[src/rtl/serial_arith_pkg.sv]
// Shared definitions for the bit-serial arithmetic blocks: FSM state encodings
// and the operand-width legality check.
package serial_arith_pkg;

    typedef enum logic [1:0] {
        ST_IDLE = 2'd0,
        ST_RUN  = 2'd1,
        ST_DONE = 2'd2
    } arith_state_e;

    localparam int SERIAL_MIN_N = 2;

    function automatic bit serial_width_ok(input int n);
        return n >= SERIAL_MIN_N;
    endfunction

endpackage

[src/rtl/fa_bit.sv]
// Combinational full adder built from two half adders and an OR, matching the
// structure of the subtractor cells it sits beside.
module fa_bit (
    input  logic x,
    input  logic y,
    input  logic ci,
    output logic s,
    output logic co
);

    logic p_s;
    logic g0_s;
    logic g1_s;

    half_adder u_ha0 (.x(x),   .y(y),  .s(p_s), .c(g0_s));
    half_adder u_ha1 (.x(p_s), .y(ci), .s(s),   .c(g1_s));

    // Carry out is raised by either half-adder stage.
    always_comb begin
        co = g0_s | g1_s;
    end

endmodule

[src/rtl/half_adder.sv]
// Single-bit half adder; two of these plus an OR form the full-adder cell.
module half_adder (
    input  logic x,
    input  logic y,
    output logic s,
    output logic c
);

    // Sum and carry of two bits.
    always_comb begin
        s = x ^ y;
        c = x & y;
    end

endmodule

[src/rtl/serial_adder.sv]
// Bit-serial N-bit adder: one full-adder cell and a registered carry walk the
// operands LSB-first, one bit per cycle, behind a start/busy/done handshake.
module serial_adder
    import serial_arith_pkg::*;
#(
    parameter int N = 8
) (
    input  logic         clk,
    input  logic         rst,
    input  logic         start,
    input  logic [N-1:0] a,
    input  logic [N-1:0] b,
    input  logic         cin,
    output logic         busy,
    output logic         done,
    output logic [N-1:0] sum,
    output logic         cout,
    output logic         ovf
);

    localparam int CW = $clog2(N);
    localparam logic [CW-1:0] CNT_PRE  = CW'(N - 2);
    localparam logic [CW-1:0] CNT_LAST = CW'(N - 1);

    if (!serial_width_ok(N)) begin : g_bad_width
        $error("serial_adder: N must be at least 2");
    end

    arith_state_e state_q, state_d;
    logic [CW-1:0] cnt_q, cnt_d;
    logic [N-1:0]  a_sr_q, a_sr_d;
    logic [N-1:0]  b_sr_q, b_sr_d;
    logic [N-2:0]  acc_q, acc_d;
    logic          carry_q, carry_d;
    logic          c_msb_q, c_msb_d;
    logic [N-1:0]  sum_q, sum_d;
    logic          cout_q, cout_d;
    logic          ovf_q, ovf_d;
    logic          busy_q, busy_d;
    logic          done_q, done_d;

    logic          fa_s;
    logic          fa_c;
    logic          load_s;
    logic [N-1:0]  acc_next_s;

    fa_bit u_fa (
        .x (a_sr_q[0]),
        .y (b_sr_q[0]),
        .ci(carry_q),
        .s (fa_s),
        .co(fa_c)
    );

    // Next-state, datapath shift and output-update logic.
    always_comb begin
        state_d    = state_q;
        cnt_d      = cnt_q;
        a_sr_d     = a_sr_q;
        b_sr_d     = b_sr_q;
        acc_d      = acc_q;
        carry_d    = carry_q;
        c_msb_d    = c_msb_q;
        sum_d      = sum_q;
        cout_d     = cout_q;
        ovf_d      = ovf_q;
        load_s     = 1'b0;
        acc_next_s = {fa_s, acc_q};

        case (state_q)
            ST_IDLE: begin
                if (start) begin
                    load_s = 1'b1;
                end else begin
                    state_d = ST_IDLE;
                end
            end
            ST_RUN: begin
                // New sum bit enters at the top; the completed word is acc_next_s.
                a_sr_d  = {1'b0, a_sr_q[N-1:1]};
                b_sr_d  = {1'b0, b_sr_q[N-1:1]};
                acc_d   = acc_next_s[N-1:1];
                carry_d = fa_c;
                if (cnt_q == CNT_PRE) begin
                    c_msb_d = fa_c;
                end else begin
                    c_msb_d = c_msb_q;
                end
                if (cnt_q == CNT_LAST) begin
                    sum_d   = acc_next_s;
                    cout_d  = fa_c;
                    ovf_d   = c_msb_q ^ fa_c;
                    state_d = ST_DONE;
                end else begin
                    cnt_d = cnt_q + CW'(1);
                end
            end
            ST_DONE: begin
                if (start) begin
                    load_s = 1'b1;
                end else begin
                    state_d = ST_IDLE;
                end
            end
            default: begin
                state_d = ST_IDLE;
            end
        endcase

        if (load_s) begin
            state_d = ST_RUN;
            a_sr_d  = a;
            b_sr_d  = b;
            carry_d = cin;
            c_msb_d = 1'b0;
            cnt_d   = '0;
        end else begin
            state_d = state_d;
        end

        busy_d = (state_d == ST_RUN);
        done_d = (state_d == ST_DONE);
    end

    // State and datapath registers with synchronous reset.
    always_ff @(posedge clk) begin
        if (rst) begin
            state_q <= ST_IDLE;
            cnt_q   <= '0;
            a_sr_q  <= '0;
            b_sr_q  <= '0;
            acc_q   <= '0;
            carry_q <= 1'b0;
            c_msb_q <= 1'b0;
            sum_q   <= '0;
            cout_q  <= 1'b0;
            ovf_q   <= 1'b0;
            busy_q  <= 1'b0;
            done_q  <= 1'b0;
        end else begin
            state_q <= state_d;
            cnt_q   <= cnt_d;
            a_sr_q  <= a_sr_d;
            b_sr_q  <= b_sr_d;
            acc_q   <= acc_d;
            carry_q <= carry_d;
            c_msb_q <= c_msb_d;
            sum_q   <= sum_d;
            cout_q  <= cout_d;
            ovf_q   <= ovf_d;
            busy_q  <= busy_d;
            done_q  <= done_d;
        end
    end

    assign busy = busy_q;
    assign done = done_q;
    assign sum  = sum_q;
    assign cout = cout_q;
    assign ovf  = ovf_q;

endmodule

[config.mk]
export PLATFORM = sky130hd
export DESIGN_NAME = serial_adder
export DESIGN_NICKNAME = d
export VERILOG_FILES = /design/src/rtl/serial_arith_pkg.sv /design/src/rtl/fa_bit.sv /design/src/rtl/half_adder.sv /design/src/rtl/serial_adder.sv
export SDC_FILE = /design/constraint.sdc
export NUM_CORES = 1
export LEC_CHECK = 0
export BUFFER_PORTS_ARGS = -buffer_cell sky130_fd_sc_hd__buf_2
export CELL_PAD_IN_SITES_DETAIL_PLACEMENT = 1
export CELL_PAD_IN_SITES_GLOBAL_PLACEMENT = 1
export CORE_MARGIN = 5
export CORE_UTILIZATION = 40
export CTS_CLUSTER_SIZE = 10
export DETAILED_ROUTE_END_ITERATION = 10
export GPL_TIMING_DRIVEN = 0
export PLACE_DENSITY = 0.78
export SLEW_MARGIN = 40
export SYNTH_ARGS = -nofsm -noshare
export SYNTH_HDL_FRONTEND = slang
export SYNTH_SLANG_ARGS = --single-unit
[constraint.sdc]
create_clock -name clk -period 1.6 [get_ports clk]
set_input_delay 0.24 -clock clk [delete_from_list [all_inputs] [get_ports clk]]
set_output_delay 0.24 -clock clk [all_outputs]
set_load 0.1 [all_outputs]
==> impl_metrics.toml <==
[run_status]
outcome = "completed"

[timing]
worst-slew-pin-transition_ps = 530
relSlewSlack = 0.647
fmax_mhz = 670
min_period_over_period = 0.933
min_period_ps = 1490
fin_skew_ps = 2.66
grt_setup_unrepaired = "false"
hold_viol = 0
setup_viol = 0
maxSlewViolCount = 0

[floorplanning]
start_util = 0.417
core_area_um2 = 4060
die_w_um = 75.1
die_y_um = 75.1
ios = 32
die_area_um2 = 5630
num_rows = 23

[job]
drv_cap = 0

[synthesis]
yosysTopAreaCellShare = 0.497
ys.warnings.count = 0
yosysMostFrequentCell = "nand2_1"
ys_top_cells_by_count = "58 x nand2_1, 42 x dfxtp_1, 20 x a21oi_1"
synth.top_cells.by_area = "dfxtp_1 50%, nand2_1 13%, a21oi_1 5.9%, a311oi_1 5.7%, nor2_1 4.2%"
async_reset_ff_frac = 0
syn_inst = 198
yosysUniqueCellTypes = 29
synthFlopType = "dfxtp_1"
avgSynthCellArea_um2 = 8.55
syn-num-nets = 222
syn-cell-area_um2 = 1690
synth-edff-count = 0
yosys.area.top_type = "dfxtp_1"
ys_seq_elements = 42
seq_area_frac_synth = 0.497

[placement]
placed_cell_area_um2 = 1910
placement.io_buffers = 30
place.detailed.hpwl_mm = 3.02
place_congestion = 0.777
post-place-cells = 278

[cts]
clkSinkCount = 42
htree_levels = 2
numCtsBuffers = 5
ctsHoldBuffers = 0
cts_tree = "done"
root_buffer = "clkbuf_8"
clock_latency_ps = 290
clockBufferDepth = 2
clk_pin_slew_ps = 80

[critical_path]
crit_path_end_kind = "flip-flop"
path_buf_inv = 0
crit_chain = "ha_1 > ha_2 > nor3b_4 > nor2_1 > a2111oi_2"
required_ps = 1800
cpMaxStageDelayCell = "dfxtp_2"
crit_type = "flip-flop to flip-flop"
start_kind = "flip-flop"
crit_family = "adder cells"
critPathArrivalTime_ps = 1690
critPathMaxFanout = 4
critical_path.max_stage_delay_ps = 340

[layout]
final_area_um2 = 2010
nFillCells = 501
drive_gt1_frac = 0.232
nets = 260
area_growth_pct = 18.6
antenna_cells = 0
stdcell_count = 287

[route]
drt-met1-wl_mm = 1.85
viasPerCell = 5.09
met3_wirelength_um = 210
drt_wl_total_mm = 4.15
wl_per_cell_um = 14.5
wl_met2_mm = 2.01
drt_iter0_drc = 78
vias = 1460
ant_nets = 0
drc = 0
dr.pass1.iters = 4
top_layer_used = "met4"

[min_path]
min_path_type = "input pin to flip-flop"

[power]
power_frac_seq = 0.540
ir_drop_uv = 400
clkPwrFrac = 0.342
netSwitchingFraction = 0.259
cellPowerDensity_nw_per_um2 = 1030
p_leak_nw = 0.788
switching_power_w = 0.000538
p_comb_frac = 0.118
p_int_w = 0.00154

[global_route]
grt.total_usage = 0.164
grt_pass1_wl_mm = 6.91
grt_pass1_vias = 1459
grt_max_degree = 13
grt_overflow = 0
antenna_found_initial = 0
[what timing repair did]
item                       4_1_cts  5_1_grt
buffers inserted                 1        0
setup endpoints to repair        1       11
pin swaps                        1        1
gates resized for setup          0        2
[final cells by class]
class                           instances  area, um2  share of cell area
Sequential cell                        42        842               0.419
Multi-Input combinational cell        139        761               0.379
Timing Repair Buffer                   31        158              0.0785
Buffer                                 16       90.1              0.0449
Clock buffer                            7       86.3              0.0430
Tap cell                               50       62.6              0.0312
Clock inverter                          1       5.00             0.00249
Inverter                                1       3.75             0.00187
[stage by stage]
stage | power, W | util | setup TNS [ps] | hold WS, ps | setup WS [ps]
after floorplan | 0.00131 | - | 0 | 376 | 117
after global placement | 0.00138 | 0.470 | 0 | 441 | 35.1
after detailed placement | 0.00139 | 0.470 | -21.9 | 451 | -21.9
after CTS | 0.00209 | 0.494 | 0 | 182 | 10.4
after global routing | 0.00217 | 0.495 | 0 | 185 | 6.91
final | 0.00208 | 0.495 | 0 | 184 | 107
[power by group through the flow]
stage,Clock (W),Sequential [W],Combinational (W)
2_1_floorplan,0,0.00115,0.000160
4_1_cts,0.000725,0.00112,0.000250
3_3_place_gp,0,0.00114,0.000239
6_report,0.000709,0.00112,0.000246
5_1_grt,0.000768,0.00113,0.000272
3_5_place_dp,0,0.00114,0.000245
[cells in the final DEF, fill, tap and decap left out, drive strengths merged, types with 2 or more instances in the layout]
| master | instances |
|---|---|
| nand2 | 58 |
| dfxtp | 42 |
| buf | 42 |
| a21oi | 20 |
| nor2 | 19 |
| a311oi | 12 |
| clkbuf | 12 |
| nand3 | 4 |
| nor3 | 3 |
| a22oi | 3 |
| ha | 3 |
| mux2i | 2 |
| a211oi | 2 |
| xnor2 | 2 |
[final timing paths]
check / slack, ps / cells after the start / end / from
min reg2reg: 460 / 2 / sum[3]$_SDFFE_PP0P_ / sum[3]$_SDFFE_PP0P_
max: 110 / 5 / cnt_q[1]$_SDFFE_PP0P_ / cnt_q[0]$_SDFFE_PP0P_
max reg2reg: 110 / 5 / cnt_q[1]$_SDFFE_PP0P_ / cnt_q[0]$_SDFFE_PP0P_
min: 180 / 3 / b_sr_q[7]$_SDFFE_PP0P_ / b[7]
[sequential cells by signal, indices dropped and copies added, names as in the netlist]
name,flops
state_q,2
sum,8
carry_q,1
acc_q,7
done,1
busy,1
cout,1
b_sr_q,8
a_sr_q,8
c_msb_q,1
cnt_q,3
ovf,1
[kinds of logic after synthesis]
logic type                 count (synthesis)  share of synthesized area
AOI/OAI and AO/OA                         39                      0.159
xor gates and xnor gates                   2                     0.0103
adders and majority gates                  4                     0.0340
buffers and inverters                     17                     0.0554
DFF                                       42                      0.497
muxes                                      2                     0.0118
and+or+nand+nor                           92                      0.233
[layer usage]
layer | global-route usage | vias to the layer above
met2 | 0.279 | 31
met4 | 0.0652 | 0
met5 | 0 | -
li1 | - | 747
met3 | 0.0414 | 8
met1 | 0.197 | 674
[worst min-delay path, stage by stage]
cell and delay (ps):
buf_2 90, nand2_1 50, a21oi_1 50
(Power assumes the default switching activity.)
